File: src/rtl/baccarat_pkg.sv
`default_nettype none
`timescale 1ns/1ps
// ============================================================================
//  Module   : baccarat_pkg
//  Purpose  : Shared state encoding, card constants and card-value helper
//             for the baccarat hand controller.
//  Revision : 1.0  initial release
// ============================================================================
package baccarat_pkg;

    typedef logic [3:0] state_t;

    localparam state_t DEAL_P1  = 4'd0;
    localparam state_t DEAL_D1  = 4'd1;
    localparam state_t DEAL_P2  = 4'd2;
    localparam state_t DEAL_D2  = 4'd3;
    localparam state_t DECIDE_P = 4'd4;
    localparam state_t DRAW_P3  = 4'd5;
    localparam state_t DECIDE_D = 4'd6;
    localparam state_t DRAW_D3  = 4'd7;
    localparam state_t RESULT   = 4'd8;
    localparam state_t DONE     = 4'd9;

    localparam logic [3:0] CARD_BLANK       = 4'd0;
    localparam logic [3:0] CARD_ACE         = 4'd1;
    localparam logic [3:0] CARD_TEN         = 4'd10;
    localparam logic [3:0] CARD_KING        = 4'd13;
    localparam logic [3:0] NATURAL_MIN      = 4'd8;
    localparam logic [3:0] PLAYER_STAND_MIN = 4'd6;

    // Tens, face cards, blanks and out-of-range codes all score zero.
    function automatic logic [3:0] card_value(input logic [3:0] card);
        if (card == CARD_BLANK || card > CARD_KING || card >= CARD_TEN)
            return 4'd0;
        else if (card >= CARD_ACE)
            return card;
        else
            return 4'd0;
    endfunction

endpackage
`default_nettype wire

File: src/rtl/dealer_draw_rule.sv
`default_nettype none
`timescale 1ns/1ps
// ============================================================================
//  Module   : dealer_draw_rule
//  Purpose  : Combinational dealer third-card decision from the dealer score
//             and the player's raw third card.
//  Revision : 1.0  initial release
// ============================================================================
module dealer_draw_rule
    import baccarat_pkg::*;
(
    input  logic [3:0] i_dscore,
    input  logic [3:0] i_pcard3,
    output logic       o_draw
);

    logic [3:0] w_value;

    assign w_value = card_value(i_pcard3);

    always_comb begin
        o_draw = 1'b0;
        case (i_dscore)
            4'd0, 4'd1, 4'd2: o_draw = 1'b1;
            4'd3:             o_draw = (w_value != 4'd8);
            4'd4:             o_draw = (w_value >= 4'd2) && (w_value <= 4'd7);
            4'd5:             o_draw = (w_value >= 4'd4) && (w_value <= 4'd7);
            4'd6:             o_draw = (w_value == 4'd6) || (w_value == 4'd7);
            default:          o_draw = 1'b0;
        endcase
    end

endmodule
`default_nettype wire

File: src/rtl/baccarat_ctrl.sv
`default_nettype none
`timescale 1ns/1ps
// ============================================================================
//  Module   : baccarat_ctrl
//  Purpose  : Deals cards in order, applies third-card rules to the live
//             scores, then latches the winner lights until reset.
//  Revision : 1.0  initial release
// ============================================================================
module baccarat_ctrl
    import baccarat_pkg::*;
(
    input  logic       slow_clock,
    input  logic       reset,
    input  logic [3:0] pscore,
    input  logic [3:0] dscore,
    input  logic [3:0] pcard3,
    output logic       load_pcard1,
    output logic       load_pcard2,
    output logic       load_pcard3,
    output logic       load_dcard1,
    output logic       load_dcard2,
    output logic       load_dcard3,
    output logic       player_win_light,
    output logic       dealer_win_light
);

    state_t r_state;
    state_t w_next_state;
    logic   w_dealer_draw;
    logic   r_player_win;
    logic   r_dealer_win;

    dealer_draw_rule u_dealer_draw_rule (
        .i_dscore (dscore),
        .i_pcard3 (pcard3),
        .o_draw   (w_dealer_draw)
    );

    always_comb begin
        w_next_state = r_state;
        case (r_state)
            DEAL_P1:  w_next_state = DEAL_D1;
            DEAL_D1:  w_next_state = DEAL_P2;
            DEAL_P2:  w_next_state = DEAL_D2;
            DEAL_D2:  w_next_state = DECIDE_P;
            DECIDE_P: begin
                if (pscore >= NATURAL_MIN || dscore >= NATURAL_MIN)
                    w_next_state = RESULT;
                else if (pscore < PLAYER_STAND_MIN)
                    w_next_state = DRAW_P3;
                else if (dscore < PLAYER_STAND_MIN)
                    w_next_state = DRAW_D3;
                else
                    w_next_state = RESULT;
            end
            DRAW_P3:  w_next_state = DECIDE_D;
            DECIDE_D: w_next_state = w_dealer_draw ? DRAW_D3 : RESULT;
            DRAW_D3:  w_next_state = RESULT;
            RESULT:   w_next_state = DONE;
            DONE:     w_next_state = DONE;
            default:  w_next_state = DEAL_P1;
        endcase
    end

    always_ff @(posedge slow_clock or posedge reset) begin
        if (reset)
            r_state <= DEAL_P1;
        else
            r_state <= w_next_state;
    end

    // Lights move only on the RESULT->DONE edge; a tie lights both.
    always_ff @(posedge slow_clock or posedge reset) begin
        if (reset) begin
            r_player_win <= 1'b0;
            r_dealer_win <= 1'b0;
        end else if (r_state == RESULT) begin
            r_player_win <= (pscore >= dscore);
            r_dealer_win <= (dscore >= pscore);
        end
    end

    assign load_pcard1      = (r_state == DEAL_P1);
    assign load_dcard1      = (r_state == DEAL_D1);
    assign load_pcard2      = (r_state == DEAL_P2);
    assign load_dcard2      = (r_state == DEAL_D2);
    assign load_pcard3      = (r_state == DRAW_P3);
    assign load_dcard3      = (r_state == DRAW_D3);
    assign player_win_light = r_player_win;
    assign dealer_win_light = r_dealer_win;

endmodule
`default_nettype wire

File: config.mk
export PLATFORM = sky130hd
export DESIGN_NAME = baccarat_ctrl
export DESIGN_NICKNAME = d
export VERILOG_FILES = /design/src/rtl/baccarat_pkg.sv /design/src/rtl/dealer_draw_rule.sv /design/src/rtl/baccarat_ctrl.sv
export SDC_FILE = /design/constraint.sdc
export NUM_CORES = 1
export LEC_CHECK = 0
export CAP_MARGIN = 0
export CORE_AREA = 2 2 39 41
export DETAILED_ROUTE_END_ITERATION = 10
export DIE_AREA = 0 0 41 43
export PLACE_DENSITY = 0.82
export SLEW_MARGIN = 25
export SYNTH_ARGS = -nofsm -noshare
export SYNTH_HDL_FRONTEND = slang
export SYNTH_SLANG_ARGS = --single-unit
File: constraint.sdc
create_clock -name slow_clock -period 2.8 [get_ports slow_clock]
set_input_delay 0.56 -clock slow_clock [delete_from_list [all_inputs] [get_ports slow_clock]]
set_output_delay 0.56 -clock slow_clock [all_outputs]
set_load 0.005 [all_outputs]
# --- Word level (Yosys, flattened, before mapping) ---
# Cells that the tools add are included.
totals:
  register_bits: 6
  latch_bits: 0
  ram_bits: 0
  rom_bits: 0
  in_bits: 14
  wordCells: 52
  n_memories: 0
classes:
  n_addsub: 0
  n_mul: 0
  div: 0
  n_lt_le_gt_ge: 12
  eq_ne: 18
  shift: 0
  n_mux: 8
  bitwise: 0
  reduce_logical: 11
ops:
  columns: ["cell", "n"]
  rows:
  - ["$eq A4 B3 Y1 const B", 9]
  - ["$pmux W4 S9", 1]
  - ["$mux W4", 6]
  - ["$eq A4 B2 Y1 const B", 4]
  - ["$ge A4 B4 Y1 const B", 3]
  - ["$logic_not A4 Y1", 3]
  - ["$eq A4 B1 Y1 const B", 2]
  - ["$eq A4 B4 Y1 const B", 2]
  - ["$ge A4 B4 Y1", 2]
  - ["$lt A4 B3 Y1 const B", 2]
  - ["$pmux W1 S5", 1]
  - ["$ge A4 B1 Y1 const B", 1]
  - ["$ge A4 B2 Y1 const B", 1]
  - ["$ge A4 B3 Y1 const B", 1]
  - ["$gt A4 B4 Y1 const B", 1]
  - ["$le A4 B3 Y1 const B", 1]
  - ["$logic_or A1 B1 Y1", 4]
  - ["$ne A4 B4 Y1 const B", 1]
  - ["$reduce_or A3 Y1", 1]
  - ["$logic_and A1 B1 Y1", 2]
  - ["$reduce_or A2 Y1", 1]

# --- Depth between registers and ports, before layout ---
depth:
  word_depth: 9
  mapped_depth: 6
  depth_no_buf: 6

# --- Cells and area by module ---
# From an unflattened synthesis, not the netlist that was laid out.
unflattened:
  hier_cells: 67
  hier_area_um2: 570.5
modules_own_cells:
  columns: ["module", "instances", "cells_each", "area_each_um2", "seq_area_each_um2"]
  rows:
  - ["baccarat_ctrl", 1, 61, 518.0, 150.1]
  - ["dealer_draw_rule", 1, 6, 52.6, 0.0]

# --- Least setup slack after synthesis ---
# OpenSTA, ideal clock, no wires.
synth_path:
  path_type: "reg-to-output"
  from: "reg r_state[1]"
  to: "out load_pcard1"
  arrival_time_ns: 0.941
  required_time_ns: 2.240
  setup_slack_ns: 1.299
  stages_incl_launch_ff: 4
  path_cell_list: "dfrtp_1 -> buf_2 -> or2_2 -> nor3_1"
synth_via:
  elab_chain_len: 1
synth_rtl:
  columns: ["item", "line", "text"]
  rows:
  - ["start, declared", "baccarat_ctrl.sv:27", "state_t r_state;"]
  - ["start signal, assigned", "baccarat_ctrl.sv:69", "r_state <= w_next_state;"]
  - ["$logic_not A4 Y1", "baccarat_ctrl.sv:83", "assign load_pcard1 = (r_state == DEAL_P1);"]
  - ["end, declared", "baccarat_ctrl.sv:17", "output logic load_pcard1,"]
# Every way passes these cells.

# --- Worst setup path in the final report ---
# Same ends and word-level chain as after synthesis.

==> results.md <==
* # diodes at 0
* Yosys warnings at 0
* Max-Cap Viols at 0
* Clock buffer depth at 2
* Total Power at 0.570 mW
* RSZ-0062 raised after global routing: false
* Antenna-violating nets left at 0
* Hold WS at 0.516 ns
* Peak supply drop at 0.000380 V
* Crit path max-delay family: buffers and inverters
* Slowest stage delay, CP at 0.52 ns
* # fillers at 144
* Critical Path Start: r_state[1]$_DFF_PP0_
* Clk_skew at ~0.0010 ns
* Pwr dens at 737 nW/um^2
* Worst path bufs/invs at 1
* Num CTS Buffers at 3
* First-pass GRT wire length at 2060 um
* Global placement routability congestion at 0.757
* DR vias at 566
* Post-synth cell types at 25
* Post-layout util at 55.9%
* I/O pins at 22
* Number of port buffers at 21
* R2R setup slack at 1.34 ns
* Worst-path fanout max at 9
* Place WS at 0.680 ns
* Routed wire length at between 1000 and 1500 um
* Fin. Hold Viols at 0
* Critical Path End Type: primary output
* F_max at around 440 MHz
* Num rows at 14
* CP Capture Point: load_pcard1
* CP cell instances: or2_2 -> nor3_1 -> clkdlybuf4s50_1
* Most common cell after layout, fill and taps aside: clkdlybuf4s50_1
* Mean Syn Cell Area at 7.67 sq um
* H-tree depth at 1
* CTS Hold Bufs at 0
* Worst slew pin tran at 0.343 ns
* Placeable Area at 1380 sq um
* Worst-path clk slew at 0.05 ns
* # Post-CTS Setup Buffers at 0
* Fin crit share at between 80 and 90%
* Status: complete, no violations
* Vias per cell at 5.24
* Commonest non-fill, non-tap cells in the layout: clkdlybuf4s50_1, nor2_1, nand2b_1, inv_1
* DR pass1 iterations at 4
* CP Class: reg2out
* Iter 0 DRT Violations at 10
* CP required at 2.24 ns
* CTS tree: built
* DRC violations left at 0
* Clk Latency, worst-skew pair at 0.24 ns
* Total congestion overflow at 0
* Total global-route track usage at 16.9%
* Lkg Pwr at 0.329 nW
* Net Count, Synth at 89
* Critical-path top delay cell: clkdlybuf4s50_1
* Slew Viols, Final at 0
* R2r startpoint: r_state[2]$_DFF_PP0_
* P&R area growth vs syn at 42.1%
* Post-layout net count at 112
* Worst r2r path cells at 4
* Largest net degree at the start of global routing at 11
* Antenna violations before repair at 0
* CP arrival at around 1.7 ns
* Sum Neg Setup Slack at 0 ns
* Die footprint at approximately 1800 sq um
* Initial Util at around two fifths
* Clock root buffer master: clkbuf_4
* Max transition margin at approximately 77%
* Setup Viol. Count Final at 0
* Reg-to-reg endpoint: r_state[0]$_DFF_PP0_
* Syn Inst Count at between 70 and 80
* # clock sinks at 6
* Die H at 43 um
* Hpwl dp at ~1000 um
* Die width at 41 um
* DR WL/cell at 11.2 um
* Fin crit period at 2.28 ns
* Resize count post-CTS at 0
* Vias in the first global route at 517
* WP depth at 3
* Area of the mapped netlist at roughly 540 sq um
* Seq/Total Area, Yosys at roughly 28%
* Hold Path Class: reg2reg
* Launching element type of the critical path: flop
* Share of cells above drive strength 1 at 6.52%
* Worst setup margin at between 0.5 and 0.6 ns
* Seq cells post-synth at 6
[cell usage after synthesis (all sizes together)]
cell    number  share of area, %
nor2         9               6.2
inv          7               4.8
nand2b       7               8.0
dfrtp        6                28
nor3         6               5.5
nand2        5               3.4
a21oi        4               3.7
a31oi        4               4.6
ha           4               9.2
buf          3               4.4
o21ai        3               2.8
a311oi       2               3.2
nand4        2               2.3
a22oi        1               1.4
a31o         1               1.6
and4         1               2.1
nor2b        1               2.5
o21a         1               1.4
o22a         1               1.6
o31ai        1               1.4
or2          1               1.2
or3          1               1.2
[per-layer routing]
metal | track usage (%) | wire, um
met2 | 26.6 | 582
met1 | 21.6 | 544
met3 | 5.24 | 80
met5 | 0 | 0
met4 | 4.00 | 0
[metrics by stage]
stage,std cells,area (sq um)
after floorplan,71,544
after global placement,105,751
after detailed placement,105,751
after CTS,108,773
after global routing,108,773
final,108,773
[worst min path at each step]
stage                                             from                            to  slack (ns)  cells past startpoint
final                     dealer_win_light$_DFFE_PP0N_  dealer_win_light$_DFFE_PP0N_        0.52                      1
after detailed placement  dealer_win_light$_DFFE_PP0N_  dealer_win_light$_DFFE_PP0N_        0.50                      1
after CTS                 dealer_win_light$_DFFE_PP0N_  dealer_win_light$_DFFE_PP0N_        0.51                      1
after global routing      dealer_win_light$_DFFE_PP0N_  dealer_win_light$_DFFE_PP0N_        0.52                      1
after floorplan                                  reset  dealer_win_light$_DFFE_PP0N_        0.35                      1
after global placement    dealer_win_light$_DFFE_PP0N_  dealer_win_light$_DFFE_PP0N_        0.49                      1
[area by class of cell]
| cell class | count | area, sq um | share of cell area [%] |
|---|---|---|---|
| multi-input combinational | 55 | 344 | 44.5 |
| timing repair buffer | 21 | 210 | 27.2 |
| sequential | 6 | 150 | 19.4 |
| inverter | 7 | 26.3 | 3.40 |
| clock buffer | 3 | 22.5 | 2.91 |
| tap | 16 | 20.0 | 2.59 |
[worst reg2reg max path, cell delays in order, from the launching register on]
cell and delay, ns:
dfrtp_1 0.47, nor2b_4 0.18, and4_4 0.18, or3_1 0.34
a31o_1 0.18
[flip-flops by register name, indices dropped and copies added (netlist names)]
signal and cells:
dealer_win_light 1, r_state 4, player_win_light 1
[power breakdown]
part           leakage (nW)  internal (mW)  total (mW)  switching (mW)
Combinational         0.243          0.183       0.304           0.121
Clock                0.0138         0.0485      0.0795          0.0310
Sequential           0.0721          0.126       0.187          0.0609
[logic make-up (layout without fill, tap and decap cells)]
group	count (synthesis)	after routing	share of synthesized area [%]
compound gates	18	18	21.6
buf+inv	10	31	9.20
flops	6	6	27.6
fa+ha+maj	4	4	9.20
simple gates	33	33	32.4
No activity file was read; power rests on OpenSTA's default activity.
